--- config.mk ---
export PLATFORM = sky130hd
export DESIGN_NAME = pcm_i2s_tx
export DESIGN_NICKNAME = d
export VERILOG_FILES = /design/src/rtl/pcm_i2s_tx_pkg.sv /design/src/rtl/i2s_bck_gen.sv /design/src/rtl/pcm_i2s_tx.sv
export SDC_FILE = /design/constraint.sdc
export NUM_CORES = 1
export LEC_CHECK = 0
export ABC_CLOCK_PERIOD_IN_PS = 8450
export BUFFER_PORTS_ARGS = -buffer_cell sky130_fd_sc_hd__buf_2
export CORE_UTILIZATION = 40
export DETAILED_ROUTE_END_ITERATION = 12
export PLACE_DENSITY = 0.58
export SLEW_MARGIN = 20
export SYNTH_ARGS = -nofsm -noshare
export SYNTH_HDL_FRONTEND = slang
export SYNTH_HIERARCHICAL = 1
export SYNTH_SLANG_ARGS = --single-unit
--- constraint.sdc ---
create_clock -name pclk -period 8.45 [get_ports pclk]
set_input_delay 1.69 -clock pclk [delete_from_list [all_inputs] [get_ports pclk]]
set_output_delay 1.69 -clock pclk [all_outputs]
set_load 0.02 [all_outputs]
--- src/rtl/pcm_i2s_tx_pkg.sv ---
// Shared I2S transmitter definitions: FSM states and default frame format.
package pcm_i2s_tx_pkg;

  localparam int unsigned I2S_DW       = 32;
  localparam int unsigned I2S_BCK_HALF = 4;
  localparam int unsigned I2S_DIV_W    = 8;

  typedef enum logic {
    ST_IDLE = 1'b0,
    ST_RUN  = 1'b1
  } tx_state_e;

endpackage

--- src/rtl/i2s_bck_gen.sv ---
// Bit-clock generator: pclk divider, bick toggle and bit index within the frame.
module i2s_bck_gen
  import pcm_i2s_tx_pkg::*;
#(
  parameter int unsigned BCK_HALF = I2S_BCK_HALF,
  parameter int unsigned DW       = I2S_DW
) (
  input  logic                      pclk,
  input  logic                      preset_n,
  input  logic                      run_i,
  output logic                      bick_o,
  output logic [$clog2(2*DW)-1:0]   k_o,
  output logic                      rise_c_o,
  output logic                      fall_c_o,
  output logic                      wrap_c_o
);

  localparam int unsigned KW = $clog2(2*DW);

  logic [I2S_DIV_W-1:0] div_q, div_d;
  logic                 bick_q, bick_d;
  logic [KW-1:0]        k_q, k_d;
  logic                 tick_c;

  // Divider wrap toggles bick; bit index steps on each falling edge. All held at 0 while stopped.
  always_comb begin
    tick_c   = run_i && (div_q == I2S_DIV_W'(BCK_HALF - 1));
    rise_c_o = tick_c && !bick_q;
    fall_c_o = tick_c && bick_q;
    wrap_c_o = fall_c_o && (k_q == KW'(2*DW - 1));
    div_d    = '0;
    bick_d   = 1'b0;
    k_d      = '0;
    if (run_i) begin
      div_d  = tick_c ? '0 : div_q + I2S_DIV_W'(1);
      bick_d = bick_q ^ tick_c;
      k_d    = k_q;
      if (fall_c_o) begin
        k_d = wrap_c_o ? '0 : k_q + KW'(1);
      end
    end
  end

  // Divider, bit clock and bit index registers.
  always_ff @(posedge pclk or negedge preset_n) begin
    if (!preset_n) begin
      div_q  <= '0;
      bick_q <= 1'b0;
      k_q    <= '0;
    end else begin
      div_q  <= div_d;
      bick_q <= bick_d;
      k_q    <= k_d;
    end
  end

  assign bick_o = bick_q;
  assign k_o    = k_q;

endmodule

--- src/rtl/pcm_i2s_tx.sv ---
// PCM stereo sample to I2S serial transmitter with one-deep holding register.
module pcm_i2s_tx
  import pcm_i2s_tx_pkg::*;
#(
  parameter int unsigned BCK_HALF = I2S_BCK_HALF,
  parameter int unsigned DW       = I2S_DW
) (
  input  logic          pclk,
  input  logic          preset_n,
  input  logic          en,
  input  logic          in_valid,
  output logic          in_ready,
  input  logic [DW-1:0] in_l,
  input  logic [DW-1:0] in_r,
  output logic          bick,
  output logic          lrck,
  output logic          sdata,
  output logic          frame_start,
  output logic          underrun
);

  localparam int unsigned FW = 2*DW;
  localparam int unsigned KW = $clog2(FW);

  tx_state_e     state_q, state_d;
  logic [FW-1:0] shreg_q, shreg_d;
  logic [FW-1:0] hold_q, hold_d;
  logic          hold_full_q, hold_full_d;
  logic          lrck_q, lrck_d;
  logic          sdata_q, sdata_d;
  logic          fs_q, fs_d;
  logic          underrun_q, underrun_d;

  logic          run_c, rise_c, fall_c, wrap_c;
  logic          entry_c, load_c, accept_c;
  logic [KW-1:0] k_c;

  i2s_bck_gen #(
    .BCK_HALF (BCK_HALF),
    .DW       (DW)
  ) u_bck_gen (
    .pclk     (pclk),
    .preset_n (preset_n),
    .run_i    (run_c),
    .bick_o   (bick),
    .k_o      (k_c),
    .rise_c_o (rise_c),
    .fall_c_o (fall_c),
    .wrap_c_o (wrap_c)
  );

  // Starting from IDLE counts as a frame boundary so the first frame carries held data.
  assign run_c    = (state_q == ST_RUN);
  assign entry_c  = (state_q == ST_IDLE) && en;
  assign load_c   = entry_c || (wrap_c && en);
  assign in_ready = !hold_full_q || load_c;
  assign accept_c = in_valid && in_ready;

  // Next-state for FSM, serializer, holding register and flags.
  always_comb begin
    state_d     = state_q;
    shreg_d     = shreg_q;
    hold_d      = hold_q;
    hold_full_d = hold_full_q;
    lrck_d      = lrck_q;
    sdata_d     = sdata_q;
    fs_d        = 1'b0;
    underrun_d  = underrun_q;

    case (state_q)
      ST_IDLE: if (en) state_d = ST_RUN;
      ST_RUN:  if (wrap_c && !en) state_d = ST_IDLE;
      default: state_d = ST_IDLE;
    endcase

    if (fall_c) begin
      sdata_d = shreg_q[FW-1];
      shreg_d = {shreg_q[FW-2:0], 1'b0};
      if (k_c == KW'(DW - 1)) lrck_d = 1'b1;
      if (wrap_c)             lrck_d = 1'b0;
      if (wrap_c && !en)      sdata_d = 1'b0;
    end

    if (load_c) begin
      shreg_d     = hold_full_q ? hold_q : '0;
      hold_full_d = 1'b0;
      fs_d        = 1'b1;
      if (!hold_full_q) underrun_d = 1'b1;
    end

    if (accept_c) begin
      hold_d      = {in_l, in_r};
      hold_full_d = 1'b1;
    end

    if (state_q == ST_IDLE) begin
      lrck_d  = 1'b0;
      sdata_d = 1'b0;
    end
  end

  // State, data and output registers.
  always_ff @(posedge pclk or negedge preset_n) begin
    if (!preset_n) begin
      state_q     <= ST_IDLE;
      shreg_q     <= '0;
      hold_q      <= '0;
      hold_full_q <= 1'b0;
      lrck_q      <= 1'b0;
      sdata_q     <= 1'b0;
      fs_q        <= 1'b0;
      underrun_q  <= 1'b0;
    end else begin
      state_q     <= state_d;
      shreg_q     <= shreg_d;
      hold_q      <= hold_d;
      hold_full_q <= hold_full_d;
      lrck_q      <= lrck_d;
      sdata_q     <= sdata_d;
      fs_q        <= fs_d;
      underrun_q  <= underrun_d;
    end
  end

  // A rising strobe must always find the bit clock low.
  a_rise_from_low: assert property (@(posedge pclk) disable iff (!preset_n) rise_c |-> !bick);

  assign lrck        = lrck_q;
  assign sdata       = sdata_q;
  assign frame_start = fs_q;
  assign underrun    = underrun_q;

endmodule

Word level (Yosys, flattened, before mapping)
Index checks and enable logic that the tools add are counted.
- bits in registers: 149
- input port bits: 68
- output and inout port bits: 6
- word-level logic and storage cells: 58
- add/sub/neg operators: 2
- equality and inequality tests: 5
- mux-type cells: 22
- bitwise gates (word level): 3
- reductions and logical operators: 15
- operators by type and width (kind ; count):
    two-way mux 64 bit ; 3
    two-way mux 6 bit ; 3
    two-way mux 8 bit ; 2
    two-way mux 1 bit ; 13
    adder 8 x 1 -> 8 bit, second input constant ; 1
    equality test 8 x 2 -> 1 bit, second input constant ; 1
    logical AND 1 bit ; 7
    adder 6 x 1 -> 6 bit, second input constant ; 1
    equality test 6 x 5 -> 1 bit, second input constant ; 1
    equality test 6 bit, second input constant ; 1
    AND reduction 2 bit ; 2
    nonzero test 2 bit ; 2
    != test 3 x 1 -> 1 bit, second input constant ; 1
    logical NOT 1 bit ; 2
    logical OR 1 bit ; 2
    != test 2 x 1 -> 1 bit, second input constant ; 1
    NOT 1 bit ; 2
    case mux 1 bit (2 select lines) ; 1
    XOR 1 bit ; 1

Longest topological paths before layout
- word-level depth: 9
- depth in mapped cells: 10
- gate-level depth less buffers: 9

Modules after synthesis
Netlist, hierarchy kept.
- by module, submodules not included (module ; instances ; cells each ; area an instance (um^2) ; sequential area each (um^2)):
    pcm_i2s_tx ; 1 ; 385 ; 5840.6 ; 3353.2
    i2s_bck_gen ; 1 ; 74 ; 734.5 ; 375.4

Worst setup path after synthesis
No wires, ideal clock.
- path kind: register -> output
- from: reg state_q (netlist: run_c)
- to: out in_ready
- data arrival time: 2.387 ns
- required time: 6.760 ns
- path slack: 4.373 ns
- stages on the path, launching flop included: 10
- path buffers: 1
- cell sequence: dfrtp_1 > nor4b_1 > and4_1 > ha_1 > nand4_1 > nor2_1 > nand2b_4 > clkbuf_1 > nand2_1 > nand2_1
- word-level cells in the longest chain between the ends: 6
- elaborated cells between the ends (all ways): 8
- ends and longest elaborated chain (what ; line ; source):
    from (decl) ; pcm_i2s_tx.sv:25 ; tx_state_e state_q, state_d;
    from (signal assigned) ; pcm_i2s_tx.sv:114 ; state_q <= state_d;
    logical AND 1 bit ; i2s_bck_gen.sv:27 ; tick_c = run_i && (div_q == I2S_DIV_W'(BCK_HALF - 1));
    logical AND 1 bit ; i2s_bck_gen.sv:29 ; fall_c_o = tick_c && bick_q;
    via fall_c ; pcm_i2s_tx.sv:34 ; logic run_c, rise_c, fall_c, wrap_c;
    logical AND 1 bit ; i2s_bck_gen.sv:30 ; wrap_c_o = fall_c_o && (k_q == KW'(2*DW - 1));
    via wrap_c ; pcm_i2s_tx.sv:34 ;
    logical AND 1 bit ; pcm_i2s_tx.sv:55 ; assign load_c = entry_c || (wrap_c && en);
    logical OR 1 bit ; pcm_i2s_tx.sv:55 ;
    logical OR 1 bit ; pcm_i2s_tx.sv:56 ; assign in_ready = !hold_full_q || load_c;
    to (decl) ; pcm_i2s_tx.sv:12 ; output logic in_ready,
The timed path passes the listed nets, and every way through them passes these cells.

Worst setup path after layout
Same ends and word-level chain as after synthesis.

==> results.ini <==
[status]
status=completed

[worst_setup_path]
worstPathCellList=nor4b_1, and4_1, ha_1, nand4_1, nor2_1, nand2b_4, nand2_1, nand2_1, buf_2
crit_family=simple AND/OR/NAND/NOR gates
critPathMaxStageDelay_ps=580
cp_slowest_cell=nand2b_4
worst_setup_path_start_kind=flip-flop
critPathCaptureType=output port
path_common_cell=nand2_1
crit_arrival_ps=3670
critical_path.max_fanout=68
crit_type=reg -> out
worst-path-buf-inv=1
cp_data_required_time_ps=6760

[finish]
n_antenna_cell=0
fin_util_pct=47.85
nets=587
syn_to_final_growth_pct=16.02
layout-drive-gt1-share_pct=32.51
multiInputGateArea_um2=2631
postLayoutCellArea_um2=7629
fill_cells=1408
area.sequential_um2=3730

[sta]
hold_viol_final=0
fin_crit_sh_pct=63.39
slew_headroom_pct=31.56
fmax_ghz=0.1867
drv_slew=0
fin_ws_ps=3094
tns_ps=0
period_minus_slack_ps=5356
worstMarginPinSlew_ps=1027
setup_viol=0
skew_ps=8.011
grt_setup_unrepaired=false

[die]
die_w_um=130.2
ios=74
die_h_um=130.2
die_area_um2=16950
core_area_um2=15940
start_util_pct=41.24
rows=46

[power_and_ir_drop]
p_switching_uw=327.7
p_comb_share_pct=5.4
clockPowerShare_pct=46.2
seqPwrFrac_pct=48.4
swShare_pct=20.55
internal_power_mw=1.267
power.density_nw_per_um2=209.0
p_leak_nw=3.619
ir_worst_vdd_mv=0.1459

[clock_tree]
numCtsBuffers=17
clk_latency_ps=420
cts_tree=done
clock_tree.root_cell=clkbuf_16
max-clock-path-buffers=2
htreeDepth=4
clkTransAtPathRegs_ps=60
cts.sinks=149
cts_setup_buffers=0
cts-hold-fix-buffers=0
ctsResizeCount=0

[synth]
ys_seq_area_share_pct=56.71
syn_area_um2=6575
synthTopCellsByArea=dfrtp_1, mux2_4, a221o_1, and4_1, clkbuf_1
syn-instance-count=459
synth_top_area_share_pct=56.71
synth_nets=531
yosys.area.top_type=dfrtp_1
synth_edf_count=0
post-synth-top-count-cell=dfrtp_1
synthFlopType=dfrtp_1
yosys-top-cells-count=dfrtp_1, and4_1, a221o_1, mux2_4, clkbuf_1
syn_area_per_cell_um2=14.32
synthArstFlopShare_pct=100.0
ys_seq_elements=149
netlist-cell-type-count=38
yosys_warnings=6

[route]
vias=4104
drt-initial-drc-count=391
antenna_left=0
drc=0
drt-total-wl_um=13080
via_per_inst=5.531
wl_per_cell_um=17.63
drt_first_pass_iters=4

[place]
post-dp-hpwl_um=7731
numPortBuffers=73
gp_congestion=0.7782
pre_cts_ws_ps=3563
placed_cell_area_um2=7059

[global_routing]
grt_max_degree=79
grt_pass1_vias=4201
busiest_layer=met2
grt_usage_pct=16.84
grtUsageMet1_pct=23.97
met2_usage_pct=24.34
grt_pass1_wl_um=21800
overflow=0
grt_use_met3_pct=3.936
antenna_found_initial=0

[hold_path]
min-delay-path-class=reg -> reg

[job]
drv_cap=0

==> area by class of cell <==
type                    instances  area share, %
clock buffers                  26          6.544
well taps                     216          3.543
flip-flops and latches        149          48.89
repair buffers                 77          5.265
multi-input cells             263          34.49
clock inverters                 4         0.9185
inverters                       7         0.3444
==> stage by stage <==
step / total power [mW] / instances / hold WS, ps
floorplan: 0.8256 / 459 / 466.2
global placement: 0.8703 / 712 / 468.8
detailed placement: 0.8718 / 712 / 460.1
CTS: 1.618 / 742 / 477.2
global route: 1.659 / 742 / 497.3
finish: 1.594 / 742 / 476.5
==> power groups by stage <==
stage                     clock network, mW  registers [mW]  logic [mW]
final                                 0.737           0.771      0.0864
after global routing                  0.789           0.775      0.0952
after CTS                             0.758           0.772      0.0886
after detailed placement                  0           0.784      0.0878
after global placement                    0           0.784      0.0858
after floorplan                           0           0.773      0.0521
==> worst register-to-register path, delay by kind of cell (launching register included) <==
| kind | cells | cell delay, ps |
|---|---|---|
| AOI/OAI and AO/OA | 1 | 670 |
| adders and majority gates | 1 | 440 |
| buffers and inverters | 1 | 660 |
| DFF | 1 | 490 |
| muxes | 1 | 430 |
| and+or+nand+nor | 5 | 1740 |
==> flip-flops by register name (all words and copies together) (netlist names) <==
name and flops:
u_bck_gen/k_o 6, run_c 1, u_bck_gen/bick_o 1, hold_q 64
hold_full_q 1, u_bck_gen/div_q 8, frame_start 1, sdata 1
lrck 1, underrun 1, shreg_q 64
==> layout by cell type (no fill, tap or decap), types with 2 or more instances in the layout <==
master / instances
a221o_1: 63
buf_2: 72
nand4_1: 2
xnor2_1: 4
clkbuf_16: 17
and4_1: 64
or4_1: 2
nand2_1: 8
clkbuf_8: 4
nor2b_1: 2
xor2_1: 2
nand3_1: 5
bufinv_16: 2
mux2_2: 4
or3_1: 3
dfrtp_1: 148
clkinv_2: 2
nand2b_1: 2
clkbuf_1: 5
nor2_1: 12
inv_1: 7
a21oi_1: 5
o21ai_0: 4
mux2_4: 60
ha_1: 4
buf_4: 4
o31ai_1: 2
==> kinds of logic (layout without fill, tap and decap cells) <==
| group | after synthesis | in the layout | synth area share (%) |
|---|---|---|---|
| multiplexers | 65 | 65 | 14.54 |
| XOR/XNOR | 6 | 6 | 0.7992 |
| AND/OR/NAND/NOR | 104 | 104 | 11.72 |
| buffers and inverters | 47 | 114 | 3.635 |
| AO/OA/AOI/OAI | 84 | 84 | 11.84 |
| flip-flops | 149 | 149 | 56.71 |
| adder cells (fa/ha/maj) | 4 | 4 | 0.7612 |
==> metal layers <==
layer  wire length, um  up-vias  part of all wire [%]
met5                 0        -                     0
met1              6379     2097                    49
met3               459        9                   3.5
met2              6108       81                    47
li1                  -     1917                     -
met4               136        0                   1.0
==> final timing paths <==
check	from	end	slack (ps)	cells after the start
setup / recovery	run_c$_DFF_PN0_	in_ready	3090	9
hold / removal	underrun$_DFFE_PN0P_	underrun$_DFFE_PN0P_	480	1
hold reg to reg	underrun$_DFFE_PN0P_	underrun$_DFFE_PN0P_	480	1
setup reg to reg	run_c$_DFF_PN0_	hold_q[63]$_DFFE_PN0P_	3900	9
min in group asynchronous	preset_n	hold_q[50]$_DFFE_PN0P_	1300	1
max in group asynchronous	preset_n	hold_full_q$_DFFE_PN0P_	5670	2
No activity file was read; power rests on OpenSTA's default activity.
